--- src/rtl/concatenador_serial.sv ---
// concatenador_serial: packs NUM_OPS operands of IN_W bits into one word.
// Ports: clk, rst_n, IN_* operand stream, FLUSH, OUT_* registered word stream.
module concatenador_serial #(
    parameter int IN_W      = 8,
    parameter int NUM_OPS   = 2,
    parameter bit MSB_FIRST = 1'b1
) (
    input  logic                     clk,
    input  logic                     rst_n,
    input  logic [IN_W-1:0]          IN_DATA,
    input  logic                     IN_VALID,
    output logic                     IN_READY,
    input  logic                     FLUSH,
    output logic [IN_W*NUM_OPS-1:0]  OUT_DATA,
    output logic                     OUT_VALID,
    input  logic                     OUT_READY,
    output logic [$clog2(NUM_OPS+1)-1:0] OUT_COUNT
);

    localparam int OW = IN_W * NUM_OPS;
    localparam int CW = $clog2(NUM_OPS + 1);
    localparam logic [CW-1:0] LAST = CW'(NUM_OPS - 1);
    localparam logic [CW-1:0] FULL = CW'(NUM_OPS);

    logic [OW-1:0] acc_q, acc_d;
    logic [CW-1:0] count_q, count_d;
    logic          pend_q, pend_d;
    logic [OW-1:0] odata_q, odata_d;
    logic          ovalid_q, ovalid_d;
    logic [CW-1:0] ocount_q, ocount_d;

    logic          slot_free;
    logic          in_rdy;
    logic          in_fire;
    logic [OW-1:0] placed;
    logic [OW-1:0] merged;

    function automatic int slot_lo(input int k);
        return MSB_FIRST ? IN_W * (NUM_OPS - 1 - k) : IN_W * k;
    endfunction

    assign slot_free = !ovalid_q || OUT_READY;
    assign in_rdy    = !pend_q && ((count_q < LAST) || slot_free);
    assign in_fire   = IN_VALID && in_rdy;

    // Operand positioned in the slot selected by the current count.
    always_comb begin
        placed = '0;
        for (int k = 0; k < NUM_OPS; k++) begin
            if (count_q == CW'(k)) begin
                placed[slot_lo(k) +: IN_W] = IN_DATA;
            end
        end
    end

    assign merged = acc_q | placed;

    always_comb begin
        acc_d    = acc_q;
        count_d  = count_q;
        pend_d   = pend_q;
        odata_d  = odata_q;
        ocount_d = ocount_q;
        ovalid_d = ovalid_q && !OUT_READY;
        if (pend_q) begin
            // Input is blocked while a flush waits for the output slot.
            if (slot_free) begin
                odata_d  = acc_q;
                ocount_d = count_q;
                ovalid_d = 1'b1;
                acc_d    = '0;
                count_d  = '0;
                pend_d   = 1'b0;
            end
        end else if (in_fire) begin
            if (count_q == LAST) begin
                odata_d  = merged;
                ocount_d = FULL;
                ovalid_d = 1'b1;
                acc_d    = '0;
                count_d  = '0;
            end else begin
                acc_d   = merged;
                count_d = count_q + CW'(1);
                pend_d  = FLUSH;
            end
        end else if (FLUSH && (count_q != '0)) begin
            pend_d = 1'b1;
        end
    end

    always_ff @(posedge clk or negedge rst_n) begin
        if (!rst_n) begin
            acc_q    <= '0;
            count_q  <= '0;
            pend_q   <= 1'b0;
            odata_q  <= '0;
            ovalid_q <= 1'b0;
            ocount_q <= '0;
        end else begin
            acc_q    <= acc_d;
            count_q  <= count_d;
            pend_q   <= pend_d;
            odata_q  <= odata_d;
            ovalid_q <= ovalid_d;
            ocount_q <= ocount_d;
        end
    end

    assign IN_READY  = in_rdy;
    assign OUT_DATA  = odata_q;
    assign OUT_VALID = ovalid_q;
    assign OUT_COUNT = ocount_q;

endmodule

--- config.mk ---
export PLATFORM = sky130hd
export DESIGN_NAME = concatenador_serial
export DESIGN_NICKNAME = d
export VERILOG_FILES = /design/src/rtl/concatenador_serial.sv
export SDC_FILE = /design/constraint.sdc
export NUM_CORES = 1
export LEC_CHECK = 0
export BUFFER_PORTS_ARGS = -buffer_cell sky130_fd_sc_hd__buf_2
export CAP_MARGIN = 20
export CORE_ASPECT_RATIO = 1.1
export CORE_MARGIN = 8
export CORE_UTILIZATION = 48
export CTS_BUF_LIST = sky130_fd_sc_hd__clkbuf_8 sky130_fd_sc_hd__clkbuf_16
export CTS_CLUSTER_SIZE = 28
export DETAILED_ROUTE_END_ITERATION = 7
export PLACE_DENSITY_LB_ADDON = 0.08
export SLEW_MARGIN = 20
export SYNTH_ARGS = -nofsm -noshare
export SYNTH_HDL_FRONTEND = slang
export SYNTH_SLANG_ARGS = --single-unit
--- constraint.sdc ---
create_clock -name clk -period 1.6 [get_ports clk]
set_input_delay 0.16 -clock clk [delete_from_list [all_inputs] [get_ports clk]]
set_output_delay 0.16 -clock clk [all_outputs]
set_load 0.01 [all_outputs]
# After elaboration in Yosys (flattened, before gate mapping)
# Cells that the tools add are included.
[word_totals]
regBits = 38
in_bits = 13
output_inout_bits = 20
elab_cells = 53
[op_classes]
n_addsub = 1
n_lt_le_gt_ge = 1
eq_ne = 2
n_mux = 27
bitwise_logic = 1
n_reduce_logical = 15
[op_table]
columns = ["operator", "n"]
rows = [
  ["16-bit 2-to-1 mux", 8],
  ["2-bit 2-to-1 mux", 8],
  ["8-bit 2-to-1 mux", 2],
  ["16-bit OR", 1],
  ["1-bit 2-to-1 mux", 9],
  ["2-bit nonzero test", 3],
  ["1-bit logical AND", 4],
  ["1-bit zero test", 3],
  ["3-bit AND reduction", 1],
  ["2-bit by 1-bit adder with 2-bit output, second input constant", 1],
  ["2-bit by 1-bit == test with 1-bit output, second input constant", 1],
  ["2-bit zero test", 1],
  ["1-bit logical OR", 2],
  ["2-bit by 1-bit < comparator with 1-bit output, second input constant", 1],
  ["2-bit by 1-bit != test with 1-bit output, second input constant", 1],
  ["2-bit AND reduction", 1],
]

# Logic depth before layout (Yosys ltp)
# Gate-level depths: netlist (run 1).
[depth]
word_depth = 7
mapped_depth = 5

# Least setup slack after synthesis (run 1)
# No wires, ideal clock.
[synth_timing]
kind = "register to register"
startpoint = "register ovalid_q, in the netlist OUT_VALID"
endpoint = "register acc_q[10]"
setup_ns = 0.111
t_arrival_ns = 1.359
required_ns = 1.489
setup_slack_ns = 0.130
stages_incl_launch_ff = 4
n_path_buf = 0
synth_period_minus_slack_ns = 1.470
cell_sequence = "dfrtp_1 and2b_1 a211o_4 a2111oi_2"
[synth_via]
elab_chain_cells = 7
elab_cells_between_ends = 8
cone_classes = "1 x eq/ne; 7 x reduce/logical"
[synth_lines]
columns = ["element", "line_no", "source"]
rows = [
  ["start, declared", "29", "logic ovalid_q, ovalid_d;"],
  ["start signal, assigned", "105", "ovalid_q <= ovalid_d;"],
  ["1-bit zero test *", "42", "assign slot_free = !ovalid_q || OUT_READY;"],
  ["1-bit logical OR *", "42", ""],
  ["1-bit logical OR", "43", "assign in_rdy = !pend_q && ((count_q < LAST) || slot_free);"],
  ["1-bit logical AND", "43", ""],
  ["1-bit logical AND", "44", "assign in_fire = IN_VALID && in_rdy;"],
  ["2-bit nonzero test (no line)", "n/a", ""],
  ["2-bit AND reduction (no line) *", "n/a", ""],
  ["end signal, assigned", "94", "acc_q <= '0;"],
  ["end signal, assigned", "101", "acc_q <= acc_d;"],
  ["end, declared", "25", "logic [OW-1:0] acc_q, acc_d;"],
]
# Every way passes the cells marked *; elsewhere a longest branch is shown, timed or not.
# A chain may end at the register's enable or synchronous reset.

# Final worst setup path (run 1)
# Ends and elaborated chain as after synthesis.

==> impl_metrics.tcl, run 1 <==
set metrics [dict create \
    status "finished clean" \
    drv_cap 0 \
    syn_area_um2 1710 \
    rsz0062_at_grt "false" \
    hpwl_mm 2.37 \
    pwr-share-clk 0.167 \
    cp-end-kind "flip-flop" \
    peakVddDrop_uv 884 \
    cts_max_path_buffers 2 \
    hold_viol 0 \
    final_cells 242 \
    io_buffers 32 \
    combPwrFrac 0.459 \
    setup.worst_path.class "flip-flop to flip-flop" \
    critPathRequiredTime_ns 1.78 \
    hold_class "input port to flip-flop" \
    power.share.sequential 0.374 \
    clock.fmax_mhz 651 \
    nNetsFinal 206 \
    core_region_area_um2 3390 \
    n_antenna_cell 0 \
    clock-sinks 38 \
    worstPathMaxFanout 8 \
    drt_iter0_markers 99 \
    min_period_over_period 0.959 \
    synth_cell_types 27 \
    yosys.area.top_type_share 0.556 \
    clk_pin_slew_ns 0.07 \
    fin_worst_skew_ns 0.00236 \
    worst_slew_pin_slew_ns 0.562 \
    power.leakage_uw 0.00107 \
    relSlewSlack 0.626 \
    grtUsageTotal 0.128 \
    chipWidth_um 72.9 \
    setup_tns_ns 0 \
    dp.cells 233 \
    drc 0 \
    routabilityCongestion 0.786 \
    syn_area_per_cell_um2 11.4 \
    start_kind "flip-flop" \
    cts_setup_buffers 0 \
    p_sw_uw 1500 \
    setup_ws_ns 0.0650 \
    p_int_uw 2470 \
    drv_slew 0 \
    powerDensity_nw_per_um2 1900 \
    h-tree-depth 2 \
    die_h_um 78.6 \
    grt-ovfl-total 0 \
    synth_area_leaders "dfrtp_1 (56%), mux2i_1 (9.4%), a2111oi_2 (7.0%)" \
    first_global_vias 1233 \
    ys.warnings.count 0 \
    wl_per_cell_um 13.8 \
    pin_count 33 \
    first_pass_iters 4 \
    grt_start_max_net_pins 39 \
    vias 1204 \
    switching_share 0.378 \
    finalWirelength_mm 3.33 \
    worstPathArrival_ns 1.71 \
    yosysSeqAreaShare 0.556 \
    netlist_instances 150 \
    rows 22 \
    via_per_inst 4.98 \
    areaGrowthSynthToFinish_pct 21.9 \
    die_area_um2 5730 \
    fin_crit_ns 1.54 \
    syn_nets 163 \
    antenna_found_initial 0 \
    place_ws_ns 0.0761 \
    initial_core_util 0.505 \
    ant_nets 0 \
    ys_ff_latch 38 \
    drive_above_1_share 0.314 \
    grt_pass1_wl_mm 5.72 \
    numCtsBuffers 5 \
    setup_viol 0 \
    insertion_delay_ns 0.28 \
    cts_tree "yes" \
    root_buffer "clkbuf_8" \
    synth_area_leader_cell "dfrtp_1" \
]
## cell type report
cell class | count | area, µm²
clock inverter | 2 | 8.76
fill | 292 | 1300
sequential | 38 | 951
clock buffer | 6 | 82.6
timing repair buffer | 42 | 238
inverter | 25 | 93.8
tap | 48 | 60.1
multi-input combinational | 81 | 651
## sequential cells by signal, indices dropped and copies added, names as in the netlist
register and cells:
OUT_DATA 16, acc_q 16, OUT_COUNT 2, count_q 2
OUT_VALID 1, pend_q 1
## power by group through the flow
stage | Combinational (µW) | Clock, µW | Sequential (µW)
CTS | 1800 | 685 | 1490
floorplan | 1080 | 0 | 1620
detailed placement | 1790 | 0 | 1500
finish | 1820 | 662 | 1480
global route | 1990 | 722 | 1530
global placement | 1740 | 0 | 1490
## stage by stage
step	hold WS, ns	power, µW	cell area (µm²)	util
6_report	0.182	3970	2080	0.616
3_3_place_gp	0.225	3230	1960	0.578
5_1_grt	0.190	4250	2080	0.616
4_1_cts	0.175	3970	2060	0.608
3_5_place_dp	0.239	3290	1960	0.578
2_1_floorplan	-0.136	2700	1710	-
## cells by family after synthesis
logic type             synth area share
muxes                            0.0936
buffers and inverters            0.0805
and+or+nand+nor                   0.103
DFF                               0.556
AOI/OAI and AO/OA                 0.167
## final timing paths
path,start,end,slack [ns],cells after the start
max in group asynchronous,rst_n,OUT_COUNT[0],0.81,3
setup / recovery,OUT_VALID,acc_q[10],0.06,3
hold reg to reg,OUT_COUNT[0],OUT_COUNT[0],0.48,1
min in group asynchronous,rst_n,acc_q[7],0.45,3
hold / removal,FLUSH,pend_q,0.18,3
setup reg to reg,OUT_VALID,acc_q[10],0.06,3
## worst max-delay path: stages, from the launching register on
cell and delay [ns]:
dfrtp_1 0.39, and2b_1 0.23, a211o_4 0.43, a2111oi_2 0.38
## Yosys cell counts
master and count:
nor3b_1 1, nor3_2 1, nand2_1 1, or3_1 1, clkbuf_1 1, a211o_4 1
o21ai_0 1, a21bo_1 1, nand2b_1 1, buf_4 1, mux2i_1 16, o21a_1 3
a21oi_1 19, or2_4 1, a32o_1 1, o21ai_1 1, a2111oi_2 8, and2_1 10
buf_6 2, and3b_1 1, buf_2 2, and2b_1 1, inv_1 25, nor2_1 10
nand3_1 1, dfrtp_1 38, nor3b_2 1
## layout by cell type, fill, tap and decap left out, types with 6 or more instances in the layout
cell	Yosys	layout
and2_1	10	10
dfrtp_1	38	38
nor2_1	10	10
buf_4	1	9
inv_1	25	26
clkbuf_8	0	6
a2111oi_2	8	6
a21oi_1	19	19
buf_2	2	32
mux2i_1	16	16
## timing repair
item	4_1_cts	5_1_grt
resized for setup	0	2
setup endpoints to repair	0	2
endpoints found under the hold margin	38	0
hold buffers	1	0
## per-layer routing
layer | GRT usage | share of wire | up-vias
met2 | 0.189 | 0.48 | 28
met1 | 0.155 | 0.42 | 583
met3 | 0.0559 | 0.077 | 6
met5 | 0 | 0 | -
met4 | 0.0601 | 0.019 | 0
li1 | - | - | 587
No activity file was read; power rests on OpenSTA's default activity.
==> run 2: changes to the inputs <==
--- a/config.mk
+++ b/config.mk
@@ -14,6 +14,7 @@
 export CTS_CLUSTER_SIZE = 28
 export DETAILED_ROUTE_END_ITERATION = 7
 export PLACE_DENSITY_LB_ADDON = 0.08
+export RECOVER_POWER = 100
 export SLEW_MARGIN = 20
 export SYNTH_ARGS = -nofsm -noshare
 export SYNTH_HDL_FRONTEND = slang
==> run 2 against run 1 <==
Combinational power is 4% lower; sequential power about the same; utilization shrank 0.96 points; wire length is 0.54% higher; hold slack barely moved; via count shrank 1.2%; non-clock buffer count is the same; total power is 2.0% lower; clock power about the same; final cell count stayed put; first-iteration DRC count increased by 10%; largest power group unchanged.
==> impl_metrics.tcl, run 2 (synthesis gave the netlist of run 1 again) <==
set metrics [dict create \
    status "finished clean" \
    fin_crit_ns 1.53 \
    mostFrequentLayoutCells "dfrtp_1 (38), inv_1 (26), a21oi_1 (19), clkbuf_1 (19), mux2i_1 (16)" \
    drt_iter0_markers 109 \
    mostFrequentLayoutCell "dfrtp_1" \
    max_stage_delay_ns 0.43 \
    power.leakage_uw 0.000998 \
    crit_buf_inv 0 \
    numCtsBuffers 5 \
    grt-ovfl-total 0 \
    cp-end-kind "flip-flop" \
    clk_pin_slew_ns 0.07 \
    clock-sinks 38 \
    first_pass_iters 4 \
    setup.worst_path.class "flip-flop to flip-flop" \
    ant_nets 0 \
    core_region_area_um2 3390 \
    cts_max_path_buffers 2 \
    whs_ns 0.183 \
    grt_start_max_net_pins 39 \
    fin_worst_skew_ns 0.00255 \
    vias 1190 \
    hold_viol 0 \
    worstPathMaxFanout 8 \
    dp.cells 233 \
    n_antenna_cell 0 \
    drv_cap 0 \
    hpwl_mm 2.37 \
    routabilityCongestion 0.786 \
    final_core_util 0.606 \
    grt_pass1_wl_mm 5.72 \
    insertion_delay_ns 0.29 \
    pin_count 33 \
    grtUsageTotal 0.128 \
    nNetsFinal 206 \
    drc 0 \
    cp_slowest_cell "a211o_4" \
    h-tree-depth 2 \
    path_delay_family "compound AO/OA/AOI/OAI gates" \
    p_int_uw 2390 \
    powerDensity_nw_per_um2 1890 \
    cts_tree "yes" \
    root_buffer "clkbuf_8" \
    drive_above_1_share 0.211 \
    wl_per_cell_um 13.8 \
    die_h_um 78.6 \
    crit_chain "and2b_1 > a211o_4 > a2111oi_2" \
    rsz0062_at_grt "false" \
    worstPathArrival_ns 1.71 \
    critPathRequiredTime_ns 1.78 \
    rows 22 \
    p_sw_uw 1500 \
    via_per_inst 4.92 \
    total_power_uw 3890 \
    die_area_um2 5730 \
    antenna_found_initial 0 \
    peakVddDrop_uv 880 \
    fillCellCount 301 \
    final_cells 242 \
    combPwrFrac 0.447 \
    first_global_vias 1233 \
    setup_tns_ns 0 \
    worst_slew_pin_slew_ns 0.944 \
    finalWirelength_mm 3.35 \
    areaGrowthSynthToFinish_pct 20.0 \
    drv_slew 0 \
    clock.fmax_mhz 652 \
    min_period_over_period 0.959 \
    start_kind "flip-flop" \
    io_buffers 32 \
    hold_class "input port to flip-flop" \
    power.share.sequential 0.382 \
    initial_core_util 0.505 \
    setup_viol 0 \
    switching_share 0.385 \
    pwr-share-clk 0.171 \
    relSlewSlack 0.370 \
    chipWidth_um 72.9 \
]
run 2: power groups by stage:
stage               clock network, µW  logic [µW]  registers (µW)
floorplan                           0        1080            1620
global placement                    0        1740            1490
detailed placement                  0        1790            1500
CTS                               685        1800            1490
global route                      722        1910            1530
finish                            663        1740            1490
run 2: layer usage:
| metal | track usage | vias up | wire, µm |
|---|---|---|---|
| met5 | 0 | - | 0 |
| met2 | 0.189 | 28 | 1600 |
| met1 | 0.155 | 569 | 1450 |
| met4 | 0.0601 | 0 | 61 |
| met3 | 0.0559 | 6 | 230 |
| li1 | - | 587 | - |
run 2: path summary, 6_finish.rpt:
| path | start | to | slack, ns | depth (start not counted) |
|---|---|---|---|---|
| max in group asynchronous | rst_n | OUT_DATA[14] | 0.38 | 3 |
| setup / recovery | OUT_VALID | acc_q[10] | 0.07 | 3 |
| setup reg to reg | OUT_VALID | acc_q[10] | 0.07 | 3 |
| hold / removal | FLUSH | pend_q | 0.18 | 3 |
| min in group asynchronous | rst_n | OUT_DATA[15] | 0.63 | 3 |
| hold reg to reg | OUT_COUNT[0] | OUT_COUNT[0] | 0.48 | 1 |
run 2: area by class of cell:
type | instances | area [µm²] | area share
clock inverter | 2 | 8.76 | 0.00427
sequential | 38 | 951 | 0.463
inverter | 25 | 93.8 | 0.0457
multi-input combinational | 81 | 647 | 0.315
timing repair buffer | 42 | 209 | 0.102
clock buffer | 6 | 82.6 | 0.0402
tap | 48 | 60.1 | 0.0293
run 2: worst register-to-register path, stage by stage (launching register included):
cell,delay [ns]
dfrtp_1,0.39
and2b_1,0.23
a211o_4,0.43
a2111oi_2,0.38
run 2: repair_timing:
action / 4_1_cts / 5_1_grt
endpoints found under the hold margin: 38 / 0
hold buffers: 1 / 0
setup buffers: 0 / 0
resized for setup: 0 / 2
endpoints found under the setup margin: 0 / 2
run 2: per-stage QoR:
step | worst slack, ns | cell area, µm²
6_report | 0.0659 | 2050
5_1_grt | 0.00112 | 2050
4_1_cts | 0.0593 | 2060
3_5_place_dp | 0.0761 | 1960
3_3_place_gp | 0.133 | 1960
2_1_floorplan | 0.130 | 1710
==> run 3: changes to the inputs <==
--- a/config.mk
+++ b/config.mk
@@ -7,9 +7,11 @@
 export LEC_CHECK = 0
 export BUFFER_PORTS_ARGS = -buffer_cell sky130_fd_sc_hd__buf_2
 export CAP_MARGIN = 20
+export CELL_PAD_IN_SITES_DETAIL_PLACEMENT = 0
+export CELL_PAD_IN_SITES_GLOBAL_PLACEMENT = 1
 export CORE_ASPECT_RATIO = 1.1
 export CORE_MARGIN = 8
-export CORE_UTILIZATION = 48
+export CORE_UTILIZATION = 42
 export CTS_BUF_LIST = sky130_fd_sc_hd__clkbuf_8 sky130_fd_sc_hd__clkbuf_16
 export CTS_CLUSTER_SIZE = 28
 export DETAILED_ROUTE_END_ITERATION = 7
==> run 3 against run 2 <==
Sequential share of layout area is 0.35 points higher; cell area is 0.61% lower; die area is 11% higher; clock skew is 0.0036 ns higher; register-to-register slack hardly changed; final cell count is 0.83% higher; first-iteration DRC count is 58% lower; maximum frequency is 0.13% higher; hold slack better by 0.00078 ns; wire length is 1.2% higher; global-route usage is 1.3 points lower.
==> impl_metrics.tcl, run 3 (synthesis gave the netlist of run 1 again) <==
set metrics [dict create \
    grt_pass1_wl_mm 5.79 \
    cp-end-kind "flip-flop" \
    drv_cap 0 \
    max_stage_delay_ns 0.44 \
    fillCellCount 380 \
    areaGrowthSynthToFinish_pct 19.2 \
    grt-ovfl-total 0 \
    finalWirelength_mm 3.39 \
    insertion_delay_ns 0.29 \
    power.leakage_uw 0.000985 \
    setup.worst_path.class "flip-flop to flip-flop" \
    start_kind "flip-flop" \
    mostFrequentLayoutCells "dfrtp_1 (37), inv_1 (25), clkbuf_1 (21)" \
    whs_ns 0.184 \
    core_region_area_um2 3930 \
    routabilityCongestion 0.735 \
    chipWidth_um 76.8 \
    h-tree-depth 2 \
    clk_pin_slew_ns 0.07 \
    switching_share 0.389 \
    fin_crit_ns 1.53 \
    wl_per_cell_um 13.9 \
    holdCritStartpoint "FLUSH" \
    reg2reg_slack_ns 0.07 \
    final_core_util 0.518 \
    peakVddDrop_uv 1050 \
    holdPathEnd "pend_q" \
    vias 1130 \
    cp_slowest_cell "dfrtp_2" \
    seq_area_um2 952 \
    die_area_um2 6370 \
    status "finished clean" \
    hpwl_mm 2.48 \
    grtUsageTotal 0.114 \
    drc 0 \
    cts_tree "yes" \
    drive_above_1_share 0.208 \
    grt_start_max_net_pins 23 \
    path_delay_family "compound AO/OA/AOI/OAI gates" \
    cts_max_path_buffers 2 \
    rows 24 \
    cts_setup_buffers 0 \
    dp.cells 236 \
    worstPathMaxFanout 8 \
    multiInputGateArea_um2 638 \
    setup_ws_ns 0.0679 \
    worstPathArrival_ns 1.71 \
    mostFrequentLayoutCell "dfrtp_1" \
    crit_buf_inv 0 \
    crit_chain "or2_4 > a211o_4 > a2111oi_2" \
    ant_nets 0 \
    antenna_found_initial 0 \
    p_sw_uw 1470 \
    critPathRequiredTime_ns 1.78 \
    initial_core_util 0.435 \
    drv_slew 0 \
    hold_viol 0 \
    relSlewSlack 0.340 \
    nNetsFinal 205 \
    combPwrFrac 0.436 \
    io_buffers 32 \
    r2r_end "acc_q[12]" \
    place_ws_ns 0.0676 \
    hold_class "input port to flip-flop" \
    worst_slew_pin_slew_ns 0.990 \
    via_per_inst 4.63 \
    first_global_vias 1192 \
    r2r-start "count_q[0]" \
    holdPathStages 3 \
    pwr-share-clk 0.163 \
    die_h_um 82.9 \
    clock-sinks 38 \
    pin_count 33 \
    root_buffer "clkbuf_8" \
    min_period_over_period 0.958 \
    first_pass_iters 4 \
    rsz0062_at_grt "true" \
    drt_iter0_markers 46 \
    clock.fmax_mhz 653 \
    setup_viol 0 \
    powerDensity_nw_per_um2 1850 \
    power.share.sequential 0.402 \
    p_int_uw 2310 \
    final_cells 244 \
    fin_worst_skew_ns 0.00619 \
    n_antenna_cell 0 \
    r2r_cells 3 \
    numCtsBuffers 5 \
]
==> run 3: changes by cell type in the layout (fill, tap and decap cells not counted), sizes merged <==
cell	previous run	this run
buf	20	18
inv	26	25
clkinv	1	2
==> run 3: layout make-up <==
type | instances | area share
repair buffers | 41 | 0.104
clock inverters | 2 | 0.00491
multi-input cells | 81 | 0.313
inverters | 25 | 0.0460
well taps | 52 | 0.0319
clock buffers | 5 | 0.0337
flip-flops and latches | 38 | 0.467
==> run 3: power groups by stage <==
| stage | sequential (µW) | clock (µW) | combinational, µW |
|---|---|---|---|
| floorplan | 1620 | 0 | 1080 |
| global placement | 1510 | 0 | 1710 |
| detailed placement | 1530 | 0 | 1740 |
| CTS | 1510 | 643 | 1750 |
| global route | 1570 | 688 | 1860 |
| finish | 1520 | 616 | 1650 |
==> run 3: how the worst max path moves through the flow <==
stage / from / endpoint / slack [ns] / cells after the start
2_1_floorplan: OUT_VALID / acc_q[10] / 0.13 / 3
3_3_place_gp: count_q[0] / acc_q[8] / 0.12 / 3
3_5_place_dp: count_q[0] / acc_q[12] / 0.07 / 3
4_1_cts: count_q[0] / acc_q[12] / 0.05 / 3
5_1_grt: count_q[0] / acc_q[14] / -0.005 / 3
6_report: count_q[0] / acc_q[12] / 0.07 / 3
==> run 3: metal layers <==
metal,up-vias,track usage,wire length (µm)
met1,516,0.136,1600
li1,582,-,-
met2,26,0.170,1480
met3,6,0.0517,236
met5,-,0,0
met4,0,0.0525,65
==> run 3: worst reg2reg max path: cells and delay by family (launching register included) <==
family | cells | cell delay [ns]
DFF | 1 | 0.44
AOI/OAI and AO/OA | 2 | 0.71
and+or+nand+nor | 1 | 0.27
==> run 3: through the flow <==
step	area, µm²	setup TNS (ns)	total power, µW
6_report	2040	0	3780
5_1_grt	2040	-0.00707	4120
4_1_cts	2060	0	3900
3_5_place_dp	1970	0	3270
3_3_place_gp	1970	0	3220
2_1_floorplan	1710	0	2700
==> run 3: what timing repair did <==
action / 4_1_cts / 5_1_grt
setup endpoints to repair: 0 / 3
endpoints found under the hold margin: 16 / 0
hold buffers: 1 / 0
resized for setup: 0 / 2
